--- src/rtl/ram_arbiter_if.sv ---
// rtl/ram_arbiter_if.sv - requester and RAM-pin bundle for the two-port RAM arbiter
interface ram_arbiter_if #(
    parameter int ADDR_W = 12,
    parameter int DATA_W = 8
);
    logic              req0;
    logic              req1;
    logic              we0;
    logic              we1;
    logic [ADDR_W-1:0] addr0;
    logic [ADDR_W-1:0] addr1;
    logic [DATA_W-1:0] wdata0;
    logic [DATA_W-1:0] wdata1;
    logic              ack0;
    logic              ack1;
    logic [DATA_W-1:0] rdata0;
    logic [DATA_W-1:0] rdata1;
    logic              busy;
    logic [1:0]        grant;
    logic [ADDR_W-1:0] ram_addr;
    logic              ram_w_enable;
    logic [DATA_W-1:0] ram_w_data;
    logic [DATA_W-1:0] ram_r_data;

    modport slave (
        input  req0, req1, we0, we1, addr0, addr1, wdata0, wdata1, ram_r_data,
        output ack0, ack1, rdata0, rdata1, busy, grant,
               ram_addr, ram_w_enable, ram_w_data
    );

    modport master (
        output req0, req1, we0, we1, addr0, addr1, wdata0, wdata1, ram_r_data,
        input  ack0, ack1, rdata0, rdata1, busy, grant,
               ram_addr, ram_w_enable, ram_w_data
    );
endinterface

--- src/rtl/ram_arbiter.sv ---
// rtl/ram_arbiter.sv - round-robin arbiter sharing one single-ported RAM between two requesters
module ram_arbiter #(
    parameter int ADDR_W = 12,
    parameter int DATA_W = 8,
    parameter int RD_LAT = 1
) (
    input  logic         clk,
    input  logic         rst,
    ram_arbiter_if.slave bus
);
    typedef enum logic [1:0] {
        IDLE   = 2'd0,
        ACCESS = 2'd1,
        DONE   = 2'd2
    } state_t;

    localparam logic [2:0] CNT_LOAD = 3'(RD_LAT - 1);

    state_t            state;
    state_t            state_nx;
    logic              owner;
    logic              owner_nx;
    logic              last_grant;
    logic              last_grant_nx;
    logic              lat_we;
    logic              lat_we_nx;
    logic [ADDR_W-1:0] lat_addr;
    logic [ADDR_W-1:0] lat_addr_nx;
    logic [DATA_W-1:0] lat_wdata;
    logic [DATA_W-1:0] lat_wdata_nx;
    logic [2:0]        cnt;
    logic [2:0]        cnt_nx;
    logic              winner;
    logic              in_access;
    logic              in_done;

    // Under contention the port that did not win last time goes first.
    always_comb begin
        winner = bus.req1;
        if (bus.req0 && bus.req1) begin
            winner = ~last_grant;
        end
    end

    always_ff @(posedge clk or negedge rst) begin
        if (!rst) begin
            state      <= IDLE;
            owner      <= 1'b0;
            last_grant <= 1'b1;
            lat_we     <= 1'b0;
            lat_addr   <= '0;
            lat_wdata  <= '0;
            cnt        <= 3'd0;
        end else begin
            state      <= state_nx;
            owner      <= owner_nx;
            last_grant <= last_grant_nx;
            lat_we     <= lat_we_nx;
            lat_addr   <= lat_addr_nx;
            lat_wdata  <= lat_wdata_nx;
            cnt        <= cnt_nx;
        end
    end

    always_comb begin
        state_nx      = state;
        owner_nx      = owner;
        last_grant_nx = last_grant;
        lat_we_nx     = lat_we;
        lat_addr_nx   = lat_addr;
        lat_wdata_nx  = lat_wdata;
        cnt_nx        = cnt;
        case (state)
            IDLE: begin
                if (bus.req0 || bus.req1) begin
                    state_nx      = ACCESS;
                    owner_nx      = winner;
                    last_grant_nx = winner;
                    lat_we_nx     = winner ? bus.we1    : bus.we0;
                    lat_addr_nx   = winner ? bus.addr1  : bus.addr0;
                    lat_wdata_nx  = winner ? bus.wdata1 : bus.wdata0;
                    cnt_nx        = lat_we_nx ? 3'd0 : CNT_LOAD;
                end
            end
            ACCESS: begin
                // Writes take one cycle; reads hold the address for RD_LAT cycles.
                if (lat_we || cnt == 3'd0) begin
                    state_nx = DONE;
                end else begin
                    cnt_nx = cnt - 3'd1;
                end
            end
            DONE: begin
                state_nx = IDLE;
            end
            default: begin
                state_nx = IDLE;
            end
        endcase
    end

    assign in_access = (state == ACCESS);
    assign in_done   = (state == DONE);

    // All RAM drive is decoded from registered state only.
    assign bus.busy         = (state != IDLE);
    assign bus.grant        = (state == IDLE) ? 2'b00 : (owner ? 2'b10 : 2'b01);
    assign bus.ram_addr     = (state == IDLE) ? '0 : lat_addr;
    assign bus.ram_w_enable = in_access & lat_we;
    assign bus.ram_w_data   = (in_access & lat_we) ? lat_wdata : '0;

    assign bus.ack0   = in_done & ~owner;
    assign bus.ack1   = in_done & owner;
    assign bus.rdata0 = (in_done & ~owner & ~lat_we) ? bus.ram_r_data : '0;
    assign bus.rdata1 = (in_done & owner & ~lat_we)  ? bus.ram_r_data : '0;
endmodule
--- src/flat_wrapper.sv ---
// flat-port wrapper written by rule: the top's interface ports become plain ports
module ram_arbiter_flat 
#(
    parameter int ADDR_W = 12,
    parameter int DATA_W = 8,
    parameter int RD_LAT = 1
)
  (clk, rst, bus_req0, bus_req1, bus_we0, bus_we1, bus_addr0, bus_addr1, bus_wdata0, bus_wdata1, bus_ram_r_data, bus_ack0, bus_ack1, bus_rdata0, bus_rdata1, bus_busy, bus_grant, bus_ram_addr, bus_ram_w_enable, bus_ram_w_data);
  ram_arbiter_if #(.ADDR_W(ADDR_W), .DATA_W(DATA_W)) bus_i ();
  input  logic clk;
  input  logic rst;
  input wire logic [$bits(bus_i.req0)-1:0] bus_req0;
  input wire logic [$bits(bus_i.req1)-1:0] bus_req1;
  input wire logic [$bits(bus_i.we0)-1:0] bus_we0;
  input wire logic [$bits(bus_i.we1)-1:0] bus_we1;
  input wire logic [$bits(bus_i.addr0)-1:0] bus_addr0;
  input wire logic [$bits(bus_i.addr1)-1:0] bus_addr1;
  input wire logic [$bits(bus_i.wdata0)-1:0] bus_wdata0;
  input wire logic [$bits(bus_i.wdata1)-1:0] bus_wdata1;
  input wire logic [$bits(bus_i.ram_r_data)-1:0] bus_ram_r_data;
  output wire logic [$bits(bus_i.ack0)-1:0] bus_ack0;
  output wire logic [$bits(bus_i.ack1)-1:0] bus_ack1;
  output wire logic [$bits(bus_i.rdata0)-1:0] bus_rdata0;
  output wire logic [$bits(bus_i.rdata1)-1:0] bus_rdata1;
  output wire logic [$bits(bus_i.busy)-1:0] bus_busy;
  output wire logic [$bits(bus_i.grant)-1:0] bus_grant;
  output wire logic [$bits(bus_i.ram_addr)-1:0] bus_ram_addr;
  output wire logic [$bits(bus_i.ram_w_enable)-1:0] bus_ram_w_enable;
  output wire logic [$bits(bus_i.ram_w_data)-1:0] bus_ram_w_data;
  assign bus_i.req0 = bus_req0;
  assign bus_i.req1 = bus_req1;
  assign bus_i.we0 = bus_we0;
  assign bus_i.we1 = bus_we1;
  assign bus_i.addr0 = bus_addr0;
  assign bus_i.addr1 = bus_addr1;
  assign bus_i.wdata0 = bus_wdata0;
  assign bus_i.wdata1 = bus_wdata1;
  assign bus_i.ram_r_data = bus_ram_r_data;
  assign bus_ack0 = bus_i.ack0;
  assign bus_ack1 = bus_i.ack1;
  assign bus_rdata0 = bus_i.rdata0;
  assign bus_rdata1 = bus_i.rdata1;
  assign bus_busy = bus_i.busy;
  assign bus_grant = bus_i.grant;
  assign bus_ram_addr = bus_i.ram_addr;
  assign bus_ram_w_enable = bus_i.ram_w_enable;
  assign bus_ram_w_data = bus_i.ram_w_data;
  ram_arbiter #(.ADDR_W(ADDR_W), .DATA_W(DATA_W), .RD_LAT(RD_LAT)) u_core (.clk(clk), .rst(rst), .bus(bus_i));
endmodule
--- config.mk ---
export PLATFORM = sky130hd
export DESIGN_NAME = ram_arbiter_flat
export DESIGN_NICKNAME = d
export VERILOG_FILES = /design/src/rtl/ram_arbiter_if.sv /design/src/rtl/ram_arbiter.sv /design/src/flat_wrapper.sv
export SDC_FILE = /design/constraint.sdc
export NUM_CORES = 1
export LEC_CHECK = 0
export CORE_MARGIN = 4
export CORE_UTILIZATION = 40
export DETAILED_ROUTE_END_ITERATION = 8
export GPL_TIMING_DRIVEN = 0
export HOLD_SLACK_MARGIN = 0.03
export PLACE_DENSITY = 0.8
export SLEW_MARGIN = 20
export SYNTH_ARGS = -nofsm -noshare
export SYNTH_HDL_FRONTEND = slang
export SYNTH_SLANG_ARGS = --single-unit
--- constraint.sdc ---
create_clock -name clk -period 1.8 [get_ports clk]
set_clock_uncertainty 0.05 [all_clocks]
set_input_delay 0.54 -clock clk [delete_from_list [all_inputs] [get_ports clk]]
set_output_delay 0.54 -clock clk [all_outputs]
set_load 0.01 [all_outputs]
==> results of run 1 <==
==> per-layer routing <==
layer  vias up  GRT usage  wire (microns)
li1        770          -               -
met1       833      0.224            2120
met2        76      0.357            3270
met3        14     0.0646             520
met4         0     0.0680             136
met5         -          0               0
==> stage by stage <==
stage | hold slack [ns] | util | std cells | TNS, ns
final | 0.227 | 0.784 | 326 | -9.99
after global routing | 0.256 | 0.784 | 326 | -13.20
after CTS | 0.239 | 0.738 | 322 | -9.05
after detailed placement | 0.434 | 0.647 | 294 | -27.01
after global placement | 0.411 | 0.648 | 294 | -34.22
after floorplan | 0.194 | - | 147 | 0
==> placed cells by master (no fill, tap or decap), drive strengths merged <==
master,n
and2,21
and3b,2
a21bo,1
mux2,40
clkdlybuf4s50,49
bufbuf,1
dfstp,1
mux2i,4
or4bb,2
nor3,1
bufinv,1
nor2,5
nand2b,1
and3,16
nor2b,2
dlygate4sd2,3
o21ai,7
buf,75
inv,3
nor3b,2
ha,2
o21bai,1
clkbuf,4
dfrtp,27
or2,2
o31ai,1
==> final timing paths <==
| kind | from | endpoint | slack (ns) | cells after the start |
|---|---|---|---|---|
| setup / recovery | u_core.state[0] | bus_ram_addr[9] | -0.30 | 4 |
| min in group clk | u_core.lat_wdata[1] | u_core.lat_wdata[1] | 0.46 | 1 |
| hold / removal | rst | u_core.lat_addr[2] | 0.23 | 1 |
| hold reg to reg | u_core.lat_wdata[1] | u_core.lat_wdata[1] | 0.46 | 1 |
| setup reg to reg | u_core.state[0] | u_core.lat_wdata[0] | 0.01 | 5 |
| max in group asynchronous | rst | u_core.owner | 1.01 | 1 |
==> sequential cells by signal (all words and copies together), names as in the netlist <==
| signal | count |
|---|---|
| u_core.last_grant | 1 |
| u_core.lat_we | 1 |
| u_core.lat_addr | 12 |
| u_core.cnt | 3 |
| u_core.owner | 1 |
| u_core.lat_wdata | 8 |
| u_core.state | 2 |
==> worst max-delay path: cells and delay by family, from the launching register on <==
family	cells	cell delay [ns]
flip-flops	1	0.49
AND/OR/NAND/NOR	2	0.47
buffers and inverters	2	0.26
==> area by class of cell <==
type	count	share of cell area
plain buffers	7	0.0302
clock buffers	3	0.0120
clock inverters	1	0.00873
inverters	3	0.00328
multi-input cells	110	0.361
flip-flops and latches	28	0.205
well taps	52	0.0189
repair buffers	122	0.361
==> power groups by stage <==
stage	sequential [W]	combinational, W	clock [W]
after detailed placement	0.00111	0.00223	0
after global placement	0.00110	0.00220	0
after CTS	0.00114	0.00294	0.000511
final	0.00116	0.00337	0.000503
after global routing	0.00119	0.00355	0.000538
after floorplan	0.00105	0.00133	0
==> cells by family (layout without fill, tap and decap cells) <==
family                   count (synthesis)  after routing
AND/OR/NAND/NOR                         52             54
multiplexers                            44             44
flip-flops                              28             28
buffers and inverters                   11            136
AO/OA/AOI/OAI                           10             10
adder cells (fa/ha/maj)                  2              2
==> timing repair <==
item                                    4_1_cts  5_1_grt
endpoints found under the hold margin         0        0
endpoints found under the setup margin       61       62
buffers inserted                             21        4
pin swaps                                    27        2
resized for setup                           250       41
gates cloned                                  5        0
==> impl_metrics.csv, run 1 <==
group,metric,value,unit
outcome,run_status,"finished with violations",
outcome,failed_checks,"negative setup slack",
final_layout,multiInputGateArea,0.00124,sq mm
sta,setup_viol,42,
power_and_ir_drop,p_int,0.00339,W
yosys,synth_cell_types,26,
grt,antenna_found_initial,0,
sta,maxSlewHeadroom,0.569,
grt,track_usage,0.200,
clock_tree,cts.path.max_buffers,2,
yosys,syn_inst,147,
power_and_ir_drop,p_leak,1.64,nW
yosys,synth_seq_cells,28,
detailed_routing,viasPerCell,5.19,
yosys,muxShareOfSynthArea,0.339,
place,placed_area,0.00284,sq mm
grt,globalRouteOverflowTotal,0,
detailed_routing,vias,1693,
power_and_ir_drop,finalPower,0.00503,W
floorplanning,floorplan.initialDensity,0.416,
yosys,synth_top_area_share,0.370,
clock_tree,cts_buffers,3,
setup_path,cpPeakStageDelay,0.49,ns
clock_tree,path_clk_slew,0.10,ns
final_layout,n_antenna_cell,0,
clock_tree,cts_tree,"done",
floorplanning,core_area,0.00438,sq mm
setup_path,crit_arrival,1.51,ns
power_and_ir_drop,seqPwrFrac,0.231,
yosys,ys_seq_area_frac,0.385,
yosys,syn_nets,203,
floorplanning,fp.dieH,75.5,microns
yosys,synth-edff-count,0,
floorplanning,std_cell_rows,24,
grt,grt_max_degree,29,
place,io_buffers,95,
detailed_routing,dr.pass1.iters,4,
setup_path,path_max_fanout,7,
final_layout,syn2layout_area_growth,88.5,%
floorplanning,ioPinCount,96,
power_and_ir_drop,p_sw,0.00164,W
setup_path,crit_required,1.21,ns
detailed_routing,antenna_left,0,
yosys,syn_avg_cell_area,12.4,sq um
power_and_ir_drop,p_per_area,1460,mW/mm^2
yosys,synth_xor_xnor_area_share,0,
clock_tree,clock_latency,0.27,ns
sta,setup_slack,-0.300,ns
floorplanning,die_w,75.5,microns
setup_path,path_cells,"or2_4 -> buf_8 -> and2_4 -> buf_6",
final_layout,postLayoutCellArea,0.00344,sq mm
setup_path,cp_slowest_cell,"dfrtp_2",
clock_tree,clock-sinks,28,
power_and_ir_drop,power_frac_comb,0.669,
place,dp_slack,-0.572,ns
setup_path,end_kind,"output pin",
final_layout,final_nets,331,
detailed_routing,drt-initial-drc-count,38,
place,dp_hpwl,3.62,mm
final_layout,regArea,706,sq um
yosys,synth-compound-area-share,0.0364,
yosys,synth-simple-area-share,0.189,
final_layout,fill_cells,265,
final_layout,drive_gt1_frac,0.620,
clock_tree,htreeDepth,1,
sta,hold_viol_final,0,
setup_path,critPathLaunchType,"flop",
job,drv_cap,0,
worst_hold_path,min_path_type,"in2async",
sta,slew_viol_final,0,
sta,worstMarginPinSlew,0.647,ns
setup_path,crit_type,"reg2out",
yosys,synthFlopType,"dfrtp_1",
power_and_ir_drop,ir_drop,0.00106,V
power_and_ir_drop,swShare,0.327,
detailed_routing,wire_per_inst,18.6,microns
sta,rsz0062_at_grt,"true",
yosys,yosys.area_share.adder,0.0137,
yosys,synth.most_common_cell,"mux2_4",
place,gp_congestion,0.701,
power_and_ir_drop,pwr-share-clk,0.100,
yosys,yosys.area.top_type,"dfrtp_1",
grt,grt_pass1_vias,1807,
sta,max_freq,476,MHz
yosys,syn-cell-area,0.00182,sq mm
detailed_routing,drc,0,
yosys,synth.area.top_cells,"dfrtp_1 37%, mux2_4 28%, and2_1 7.2%",
yosys,synth_commonest_cells,"34 x mux2_4, 27 x dfrtp_1, 21 x and2_1, 16 x and3_1, 7 x o21ai_0",
yosys,async_flop_share,1.00,
clock_tree,cts_hold_buf,0,
yosys,yosysWarnings,0,
floorplanning,fp.dieArea,0.00570,sq mm
detailed_routing,routed_wl,6.05,mm
clock_tree,root_buffer,"clkbuf_8",
yosys,synth_top_family_by_area,"multiplexers",
sta,fin_crit,2.10,ns
sta,min_period_over_period,1.17,
grt,grt_pass1_wl,8.62,mm
Note: power is estimated with default switching activity, not from simulation.
==> inputs of run 2 (changes only) <==
Settings changed: SLEW_MARGIN 20 to default.
==> run 2 against run 1 <==
The run still ends with negative setup slack left. Final area rose by 1.3%. Largest cell class unchanged. Die area did not move. Sequential share of layout area fell by 0.27 points. Highest routed layer unchanged. Non-clock buffer count rose by 6. Critical endpoint is now bus_ram_w_data[4].
==> impl_metrics.csv, run 2 (synthesis gave the netlist of run 1 again) <==
group,metric,value,unit
sta,min_period_over_period,1.18,
final_layout,largest_reg_flops,12,
clock_tree,htreeDepth,1,
final_layout,final_cell_mix,"48 x clkdlybuf4s50_1, 46 x buf_6, 35 x mux2_4",
floorplanning,fp.dieH,75.5,microns
final_layout,regMostFlops,"u_core.lat_addr",
final_layout,final_nets,336,
power_and_ir_drop,ir_drop,0.000984,V
floorplanning,ioPinCount,96,
detailed_routing,dr.pass1.iters,4,
detailed_routing,vias,1725,
final_layout,postLayoutCellArea,0.00348,sq mm
clock_tree,clock-sinks,28,
sta,worstMarginPinSlew,0.657,ns
setup_path,path_max_fanout,6,
place,gp_congestion,0.701,
detailed_routing,antenna_left,0,
grt,track_usage,0.202,
clock_tree,root_buffer,"clkbuf_8",
sta,maxSlewHeadroom,0.562,
clock_tree,path_clk_slew,0.11,ns
clock_tree,cts.path.max_buffers,2,
clock_tree,cts_hold_buf,0,
setup_path,end_kind,"output pin",
clock_tree,cts_buffers,3,
detailed_routing,wire_per_inst,19.5,microns
sta,slew_viol_final,0,
power_and_ir_drop,seqPwrFrac,0.221,
detailed_routing,routed_wl,6.46,mm
sta,rsz0062_at_grt,"true",
grt,use_met1,0.208,
job,drv_cap,0,
setup_path,r2r-start,"u_core.state[1]",
setup_path,critPathLaunchType,"flop",
floorplanning,core_area,0.00438,sq mm
detailed_routing,viasPerCell,5.21,
final_layout,drive_gt1_frac,0.627,
grt,grt_pass1_wl,8.67,mm
power_and_ir_drop,pwr-share-clk,0.098,
power_and_ir_drop,p_int,0.00353,W
outcome,run_status,"finished with violations",
power_and_ir_drop,power_frac_comb,0.681,
grt,antenna_found_initial,0,
sta,fin_crit,2.13,ns
grt,top_usage_layer,"met2",
clock_tree,clock_latency,0.28,ns
setup_path,crit_arrival,1.54,ns
power_and_ir_drop,finalPower,0.00523,W
final_layout,n_antenna_cell,0,
grt,grt_use_met2,0.390,
place,dp_hpwl,3.63,mm
setup_path,crit_required,1.21,ns
final_layout,top_regs,"u_core.lat_addr x12, u_core.lat_wdata x8, u_core.cnt x3",
final_layout,syn2layout_area_growth,90.9,%
power_and_ir_drop,p_per_area,1500,mW/mm^2
place,placed_area,0.00284,sq mm
sta,setup_slack,-0.333,ns
floorplanning,die_w,75.5,microns
detailed_routing,drt-initial-drc-count,29,
power_and_ir_drop,swShare,0.326,
worst_hold_path,min_path_type,"in2async",
clock_tree,cts_tree,"done",
floorplanning,floorplan.initialDensity,0.416,
grt,globalRouteOverflowTotal,0,
floorplanning,fp.dieArea,0.00570,sq mm
grt,grt_pass1_vias,1780,
final_layout,fin_util,0.795,
sta,hold_viol_final,0,
setup_path,crit_type,"reg2out",
sta,max_freq,469,MHz
final_layout,final_common_cell,"clkdlybuf4s50_1",
setup_path,r2r_cells,6,
grt,use_met3,0.0620,
place,io_buffers,95,
grt,grt_max_degree,29,
detailed_routing,drc,0,
floorplanning,std_cell_rows,24,
power_and_ir_drop,p_leak,1.68,nW
setup_path,r2r_setup_slack,0.03,ns
sta,setup_viol,41,
outcome,failed_checks,"negative setup slack",
power_and_ir_drop,p_sw,0.00170,W
setup_path,r2r-end,"u_core.lat_addr[7]",
[run 2: worst max-delay path by stage]
stage                               start                 to  slack, ns
after floorplan           u_core.state[1]  bus_ram_w_data[0]       0.09
after global placement    u_core.state[1]  bus_ram_w_data[7]      -0.56
after detailed placement  u_core.state[1]  bus_ram_w_data[7]      -0.57
after CTS                 u_core.state[1]  bus_ram_w_data[3]      -0.29
after global routing      u_core.state[1]  bus_ram_w_data[1]      -0.40
final                     u_core.state[1]  bus_ram_w_data[4]      -0.33
[run 2: power groups by stage]
| stage | clock (W) | combinational, W | sequential, W |
|---|---|---|---|
| 4_1_cts | 0.000507 | 0.00296 | 0.00113 |
| 6_report | 0.000512 | 0.00356 | 0.00116 |
| 3_5_place_dp | 0 | 0.00223 | 0.00111 |
| 2_1_floorplan | 0 | 0.00133 | 0.00105 |
| 5_1_grt | 0.000537 | 0.00375 | 0.00119 |
| 3_3_place_gp | 0 | 0.00220 | 0.00110 |
[run 2: metrics by stage]
stage	hold slack, ns	setup WS (ns)	TNS, ns	std cells
after floorplan	0.194	0.0853	0	147
after global placement	0.411	-0.565	-34.22	294
after detailed placement	0.434	-0.572	-36.58	294
after CTS	0.457	-0.289	-8.43	322
after global routing	0.270	-0.403	-12.08	331
final	0.228	-0.333	-9.79	331
[run 2: worst max-delay path: stages, from the launching register on]
cell,delay (ns)
dfrtp_2,0.47
buf_6,0.13
nand2b_4,0.14
nor2_4,0.14
buf_6,0.14
and2_4,0.14
buf_6,0.09
[run 2: layout make-up]
type,count,area (sq um)
Clock buffer,3,41.3
Tap cell,52,65.1
Fill cell,270,901
Inverter,3,11.3
Buffer,7,104
Timing Repair Buffer,128,1320
Multi-Input combinational cell,109,1210
Sequential cell,28,706
Clock inverter,1,30.0
[run 2: what timing repair did]
action                                  in CTS  in global routing
pin swaps                                   31                  3
endpoints found under the setup margin      88                 59
setup buffers                               21                  8
resized for setup                          256                 34
gates cloned                                 4                  2
[run 2: per-layer routing]
metal  share of wire  up-vias
met5               0        -
met4          0.0088        0
met3           0.085        6
met2            0.57       73
met1            0.34      867
li1                -      779
